$ cat src/rtl/cntr_mod_if.sv
// cntr_mod_if -- control/data bundle for the cntr_mod counter.
//   master : drives clr, ce, up, ld, din, cmp; observes out, tc, match
//   slave  : the counter side (inputs/outputs reversed)
// Vector fields are [0:WIDTH-1], so bit 0 is the MSB.
interface cntr_mod_if #(parameter int WIDTH = 16);
   logic             clr;
   logic             ce;
   logic             up;
   logic             ld;
   logic [0:WIDTH-1] din;
   logic [0:WIDTH-1] cmp;
   logic [0:WIDTH-1] out;
   logic             tc;
   logic             match;

   modport master (output clr, ce, up, ld, din, cmp, input out, tc, match);
   modport slave  (input clr, ce, up, ld, din, cmp, output out, tc, match);
endinterface

$ cat src/rtl/cntr_mod.sv
// cntr_mod -- parametrised up/down modulo counter with prescaler.
//   clk  : rising-edge clock
//   rst  : asynchronous active-low reset (clears out, tc, prescaler)
//   bus  : cntr_mod_if.slave
//          clr   sync clear (highest priority)
//          ld    sync load of din, clamped to TOP
//          ce    count enable into the prescaler
//          up    direction, sampled only on the step edge
//          cmp   compare value, match = (out == cmp)
//          out   counter value, tc registered terminal-count pulse
// Optional macro CNTR_SAT_EN: boundary steps saturate instead of wrapping.
module cntr_mod #(
   parameter int              WIDTH    = 16,
   parameter longint unsigned MODULUS  = 0,
   parameter int              PRESCALE = 1
) (
   input logic       clk,
   input logic       rst,
   cntr_mod_if.slave bus
);

   localparam logic [63:0] TOP_L = (MODULUS == 64'd0) ? ((64'd1 << WIDTH) - 64'd1)
                                                      : (MODULUS - 64'd1);
   localparam logic [WIDTH-1:0] TOP      = TOP_L[WIDTH-1:0];
   localparam logic [WIDTH-1:0] ONE      = WIDTH'(1);
   localparam logic [15:0]      PRE_LAST = 16'(PRESCALE - 1);

   logic [WIDTH-1:0] cnt_q, cnt_d;
   logic [WIDTH-1:0] din_v, cmp_v;
   logic [15:0]      pre_q, pre_d;
   logic             tc_q, tc_d;
   logic             step;
   logic             at_bound;

   // [0:W-1] with bit 0 as MSB maps value-for-value onto [W-1:0].
   assign din_v = bus.din;
   assign cmp_v = bus.cmp;

   always_comb begin
      cnt_d    = cnt_q;
      pre_d    = pre_q;
      tc_d     = 1'b0;
      step     = 1'b0;
      at_bound = bus.up ? (cnt_q == TOP) : (cnt_q == '0);

      if (bus.clr) begin
         cnt_d = '0;
         pre_d = '0;
      end else if (bus.ld) begin
         cnt_d = (din_v > TOP) ? TOP : din_v;
         pre_d = '0;
      end else if (bus.ce) begin
         if (pre_q == PRE_LAST) begin
            pre_d = '0;
            step  = 1'b1;
         end else begin
            pre_d = pre_q + 16'd1;
         end
      end

      if (step) begin
         // tc marks a step that hit the boundary (wrapped or was blocked).
         tc_d = at_bound;
         if (!at_bound)
            cnt_d = bus.up ? (cnt_q + ONE) : (cnt_q - ONE);
`ifdef CNTR_SAT_EN
         else
            cnt_d = cnt_q;
`else
         else
            cnt_d = bus.up ? '0 : TOP;
`endif
      end
   end

   always_ff @(posedge clk or negedge rst) begin
      if (!rst) begin
         cnt_q <= '0;
         pre_q <= '0;
         tc_q  <= 1'b0;
      end else begin
         cnt_q <= cnt_d;
         pre_q <= pre_d;
         tc_q  <= tc_d;
      end
   end

   assign bus.out   = cnt_q;
   assign bus.tc    = tc_q;
   // cnt_q never exceeds TOP, so a cmp above TOP can never match.
   assign bus.match = (cnt_q == cmp_v);

endmodule

$ cat src/flat_wrapper.sv
// flat-port wrapper written by rule: the top's interface ports become plain ports
module cntr_mod_flat 
#(
   parameter int              WIDTH    = 16,
   parameter longint unsigned MODULUS  = 0,
   parameter int              PRESCALE = 1
)
  (clk, rst, bus_clr, bus_ce, bus_up, bus_ld, bus_din, bus_cmp, bus_out, bus_tc, bus_match);
  cntr_mod_if #(.WIDTH(WIDTH)) bus_i ();
  input logic clk;
  input logic rst;
  input wire logic [$bits(bus_i.clr)-1:0] bus_clr;
  input wire logic [$bits(bus_i.ce)-1:0] bus_ce;
  input wire logic [$bits(bus_i.up)-1:0] bus_up;
  input wire logic [$bits(bus_i.ld)-1:0] bus_ld;
  input wire logic [$bits(bus_i.din)-1:0] bus_din;
  input wire logic [$bits(bus_i.cmp)-1:0] bus_cmp;
  output wire logic [$bits(bus_i.out)-1:0] bus_out;
  output wire logic [$bits(bus_i.tc)-1:0] bus_tc;
  output wire logic [$bits(bus_i.match)-1:0] bus_match;
  assign bus_i.clr = bus_clr;
  assign bus_i.ce = bus_ce;
  assign bus_i.up = bus_up;
  assign bus_i.ld = bus_ld;
  assign bus_i.din = bus_din;
  assign bus_i.cmp = bus_cmp;
  assign bus_out = bus_i.out;
  assign bus_tc = bus_i.tc;
  assign bus_match = bus_i.match;
  cntr_mod #(.WIDTH(WIDTH), .MODULUS(MODULUS), .PRESCALE(PRESCALE)) u_core (.clk(clk), .rst(rst), .bus(bus_i));
endmodule
$ cat config.mk
export PLATFORM = sky130hd
export DESIGN_NAME = cntr_mod_flat
export DESIGN_NICKNAME = d
export VERILOG_FILES = /design/src/rtl/cntr_mod_if.sv /design/src/rtl/cntr_mod.sv /design/src/flat_wrapper.sv
export SDC_FILE = /design/constraint.sdc
export NUM_CORES = 1
export LEC_CHECK = 0
export ABC_CLOCK_PERIOD_IN_PS = 1900
export CAP_MARGIN = 20
export CORE_ASPECT_RATIO = 0.7
export CORE_MARGIN = 5
export CORE_UTILIZATION = 47
export DETAILED_ROUTE_END_ITERATION = 16
export GPL_TIMING_DRIVEN = 0
export PLACE_DENSITY = 0.82
export SLEW_MARGIN = 10
export SYNTH_ARGS = -nofsm -noshare
export SYNTH_HDL_FRONTEND = slang
export SYNTH_SLANG_ARGS = --single-unit
$ cat constraint.sdc
create_clock -name clk -period 1.9 [get_ports clk]
set_input_delay 0.38 -clock clk [delete_from_list [all_inputs] [get_ports clk]]
set_output_delay 0.38 -clock clk [all_outputs]
set_load 0.02 [all_outputs]
=== After elaboration in Yosys (flattened, before gate mapping) ===
Index checks and enable logic that the tools add are counted.

* $add $sub $neg: 3
* Multipliers: 0
* Div/mod/pow operators: 0
* $lt $le $gt $ge: 1
* Equality and inequality tests: 2
* Shift-type cells: 0
* Muxes and demuxes: 17
* Bitwise gates (word level): 0
* Reductions and logical operators: 4

{| class="wikitable"
|+ Operators with widths
! cell !! number
|-
| $mux 16 || 11
|-
| $add 16x1->16 const B || 2
|-
| $logic_not 16->1 || 2
|-
| $eq 16x16->1 || 1
|-
| $eq 16x16->1 const B || 1
|-
| $gt 16x16->1 const B || 1
|-
| $sub 16x1->16 const B || 1
|-
| $mux 1 || 6
|-
| $reduce_bool 3->1 || 2
|}

* Register bits after elaboration: 33
* Bits in latches: 0
* RAM bits: 0
* ROM bits: 0
* Output and inout port bits: 18
* Logic and storage cells: 30
* Memories: 0

=== Depth between registers and ports, before layout ===
* Depth after elaboration: 6
* Gate-level depth with buffers: 10

=== Least setup slack after synthesis ===
OpenSTA, ideal clock, no wires.

* Path kind: input to register
* From: input bus_up
* To: register u_core.cnt_q[9] (netlist: u_core.bus.out[6])
* Library setup time: 0.094 ns
* Arrival: 2.216 ns
* Data required time: 1.806 ns
* Setup slack: -0.410 ns
* Cell stages on the path: 9
* Buffers on the path: 0
* Cell sequence: inv_1 ha_1 a21o_1 a21oi_2 a21oi_1 a2111oi_1 xnor2_1 nand2_1 a211oi_1

* Word-level cells in the longest chain between the ends: 3

{| class="wikitable"
|+ Ends and longest elaborated chain
! item !! RTL line !! RTL
|-
| start, declared || flat_wrapper.sv:14 || <nowiki>input wire logic [$bits(bus_i.up)-1:0] bus_up;</nowiki>
|-
| $mux 16, or another cell as far along || cntr_mod.sv:65 || <nowiki>cnt_d = bus.up ? (cnt_q + ONE) : (cnt_q - ONE);</nowiki>
|-
| $mux 16 (*) || cntr_mod.sv:64 || <nowiki>if (!at_bound)</nowiki>
|-
| $mux 16 (*) || cntr_mod.sv:61 || <nowiki>if (step) begin</nowiki>
|-
| end signal, assigned || cntr_mod.sv:82 || <nowiki>cnt_q <= cnt_d;</nowiki>
|-
| end, declared || cntr_mod.sv:28 || <nowiki>logic [WIDTH-1:0] cnt_q, cnt_d;</nowiki>
|}

Mark *: on every way between the ends. The rest lies on a longest branch, timed or not.
A chain may end at the register's enable or synchronous reset.

=== Worst setup path after layout ===
* From: register u_core.cnt_q[1] (netlist: u_core.bus.out[14])
* To: register u_core.cnt_q[0] (netlist: u_core.bus.out[15])

* Word-level cells in the longest chain between the ends: 4

{| class="wikitable"
|+ Ends and longest elaborated chain
! item !! RTL line !! RTL
|-
| $eq 16x16->1 / $logic_not 16->1 (equally long branches) || cntr_mod.sv:44 || <nowiki>at_bound = bus.up ? (cnt_q == TOP) : (cnt_q == '0);</nowiki>
|-
| $mux 1 (*) || cntr_mod.sv:44 ||
|-
| $mux 16 (*) || cntr_mod.sv:64 ||
|-
| $mux 16 (*) || cntr_mod.sv:61 ||
|}

Marked as above.

==> out/metrics.cfg <==
[setup_path]
path_max_fanout = 3
cp.arrival_ns = 2.45
path_class = reg -> reg
crit_path_top_delay_cell = dfrtp_2
worstPathRequired_ns = 2.07
start_kind = flip-flop
path_cells = buf_12 -> nor4_4 -> nand4_1 -> nor4_4 -> nor4bb_2 -> buf_6 -> a221oi_2 -> nand2_1 -> o21ai_0
slowest_delay_ns = 0.45
endpoint_kind = flip-flop
cpMostUsedCell = nor4_4

[clocking]
clock-root-buffer = clkbuf_8
cts.path.max_buffers = 2
ctsHoldBuffers = 0
htreeDepth = 2
numCtsBuffers = 5
insertion_delay_ns = 0.29
clkTransAtPathRegs_ns = 0.07
cts.sinks = 33
cts_tree = done

[synth]
avgSynthCellArea_um2 = 7.83
ys.flop_type = dfrtp_1
synth-simple-area-share = 0.239
synth_top_family_by_area = simple AND/OR/NAND/NOR gates
yosys-mux-area-fraction = 0.00412
seq_area_frac_synth = 0.302
synthesis.area_um2 = 2730
synthCells = 349
synth_fp_nets = 404
synth-xor-area-share = 0.0961
ys_warn_count = 0
ys_async_sr_fraction = 1.00
synth_seq_cells = 33
synth_compound_gate_area_share = 0.231
yosysUniqueCellTypes = 44
synth_fa_ha_area_frac = 0.0805
synth_edf_count = 0

[timing]
fin_skew_ns = 0.00395
min_period_over_period = 1.20
setup_viol = 27
slew_violations = 0
worstMarginPinSlew_ns = 0.782
finalCriticalPeriod_ns = 2.28
post-route-worst-setup-slack_ns = -0.383
fmax_mhz = 438
rsz0062_at_grt = yes
slew_headroom = 0.479
hold_violations = 0

[grt]
grt_max_degree = 34
grt_use_total = 0.319
overflow = 0
grt_pass1_vias = 3424
grt_pass1_wl_um = 18300
antenna_found_initial = 0

[cells_and_area]
num_antenna_cells = 0
layout_common_cells = 45 x clkdlybuf4s50_1, 39 x nand2_1, 37 x buf_4
nets = 509
final_core_util = 0.786
area.growth.synth_to_final_pct = 63.9
layout_commonest_cell = clkdlybuf4s50_1
drive_gt1_frac = 0.363

[detailed_routing]
viasPerCell = 6.88
wl_per_cell_um = 25.5
drtAntennaViolNets = 0
drc = 0
wl_um = 13500
drtIter0Drc = 619
drt_pass1_iterations = 5
routed-via-count = 3646

[run_status]
status = finished, violations left
violations = negative setup slack

[place]
gp_congestion = 0.991
post-place-ws_ns = -1.51
dp_hpwl_um = 6470
portBuffers = 54

[floorplanning]
coreArea_um2 = 5700
die_width_um = 101
die_y_um = 73.8
initial_utilization = 0.480
dieArea_um2 = 7470
floorplan.rows = 23
ioPinCount = 56

[pwr]
p_leak_nw = 1.88
ir_drop_mv = 0.283
powerDensity_nw_per_um2 = 557

[run]
cap_violations = 0

[hold_path]
min_path_type = in -> async

worst paths after layout:
kind                                     from            endpoint  slack [ns]  depth (start not counted)
min                                       rst     u_core.pre_q[1]        0.17                          1
max in group asynchronous                 rst   u_core.bus.out[9]        1.19                          1
min in group clk              u_core.pre_q[6]     u_core.pre_q[6]        0.56                          1
max reg2reg                u_core.bus.out[14]  u_core.bus.out[15]       -0.38                          9
max                        u_core.bus.out[14]  u_core.bus.out[15]       -0.38                          9
min reg2reg                   u_core.pre_q[6]     u_core.pre_q[6]        0.56                          1
cells by family (layout without fill, tap and decap cells):
logic type               after synthesis  in the layout
flip-flops                            33             33
AO/OA/AOI/OAI                        109            109
AND/OR/NAND/NOR                      128            128
buffers and inverters                 31            137
XOR/XNOR                              30             30
adder cells (fa/ha/maj)               17             17
multiplexers                           1              1
critical path: cells and delay by family (launching register included):
| kind | cells | cell delay (ns) |
|---|---|---|
| compound gates | 2 | 0.36 |
| buf+inv | 2 | 0.28 |
| flops | 1 | 0.45 |
| simple gates | 5 | 1.05 |
final cells by class:
cell class              instances  area, um^2
multi-input cells             285        2340
flip-flops and latches         33         852
inverters                      20        81.3
plain buffers                   9        62.6
repair buffers                100         960
well taps                      75        93.8
clock inverters                 3        17.5
clock buffers                   5        68.8
fillers                       313        1220
through the flow:
step	hold WS, ns	TNS [ns]	power, mW	cells	cell area (um^2)
final	0.169	-5.19	2.50	530	4480
after floorplan	0.0844	-2.13	1.27	349	2840
after global placement	0.517	-29.46	1.52	478	3470
after detailed placement	0.483	-24.40	1.54	478	3470
after global routing	0.222	-5.64	2.57	530	4480
after CTS	0.179	-0.986	2.31	520	4240
per-layer routing:
layer	global-route usage	vias up	wire length, um
li1	-	1468	-
met1	0.422	1646	4880
met2	0.493	401	5750
met3	0.0787	131	1820
met4	0.146	0	1070
met5	0	-	0
where the power goes:
group / total [mW] / internal, mW / leakage [nW] / switching, mW
Clock: 0.532 / 0.253 / 0.0439 / 0.279
Combinational: 1.14 / 0.547 / 1.43 / 0.591
Sequential: 0.825 / 0.737 / 0.411 / 0.0880
Total: 2.50 / 1.54 / 1.88 / 0.958
synth_stat cells, drive strengths merged, types with 2 or more instances:
library cell	number	area share
o31ai	3	0.0082
a211oi	4	0.011
a21oi	36	0.067
nand3	10	0.018
nor3	8	0.016
nand2	39	0.054
xor2	6	0.019
or3	2	0.0046
nor2	27	0.039
and3	6	0.014
a22o	2	0.0064
nor4	10	0.031
clkbuf	7	0.0096
nand2b	5	0.011
nor2b	4	0.0092
a2111oi	2	0.0073
a21o	5	0.014
ha	16	0.073
nand4	13	0.030
dfrtp	33	0.30
o21ai	44	0.081
nor3b	2	0.0055
a21boi	4	0.011
inv	20	0.027
a31oi	5	0.011
buf	4	0.011
xnor2	24	0.077
sequential cells by signal, indices dropped and copies added (netlist names):
| name | flops |
|---|---|
| u_core.bus.out | 16 |
| u_core.bus.tc | 1 |
| u_core.pre_q | 16 |
repair_timing:
action	in CTS	in global routing
setup buffers	35	12
endpoints found under the hold margin	0	0
resized for setup	103	43
endpoints found under the setup margin	33	36
pin swaps	44	19
Note: power is estimated with default switching activity, not from simulation.
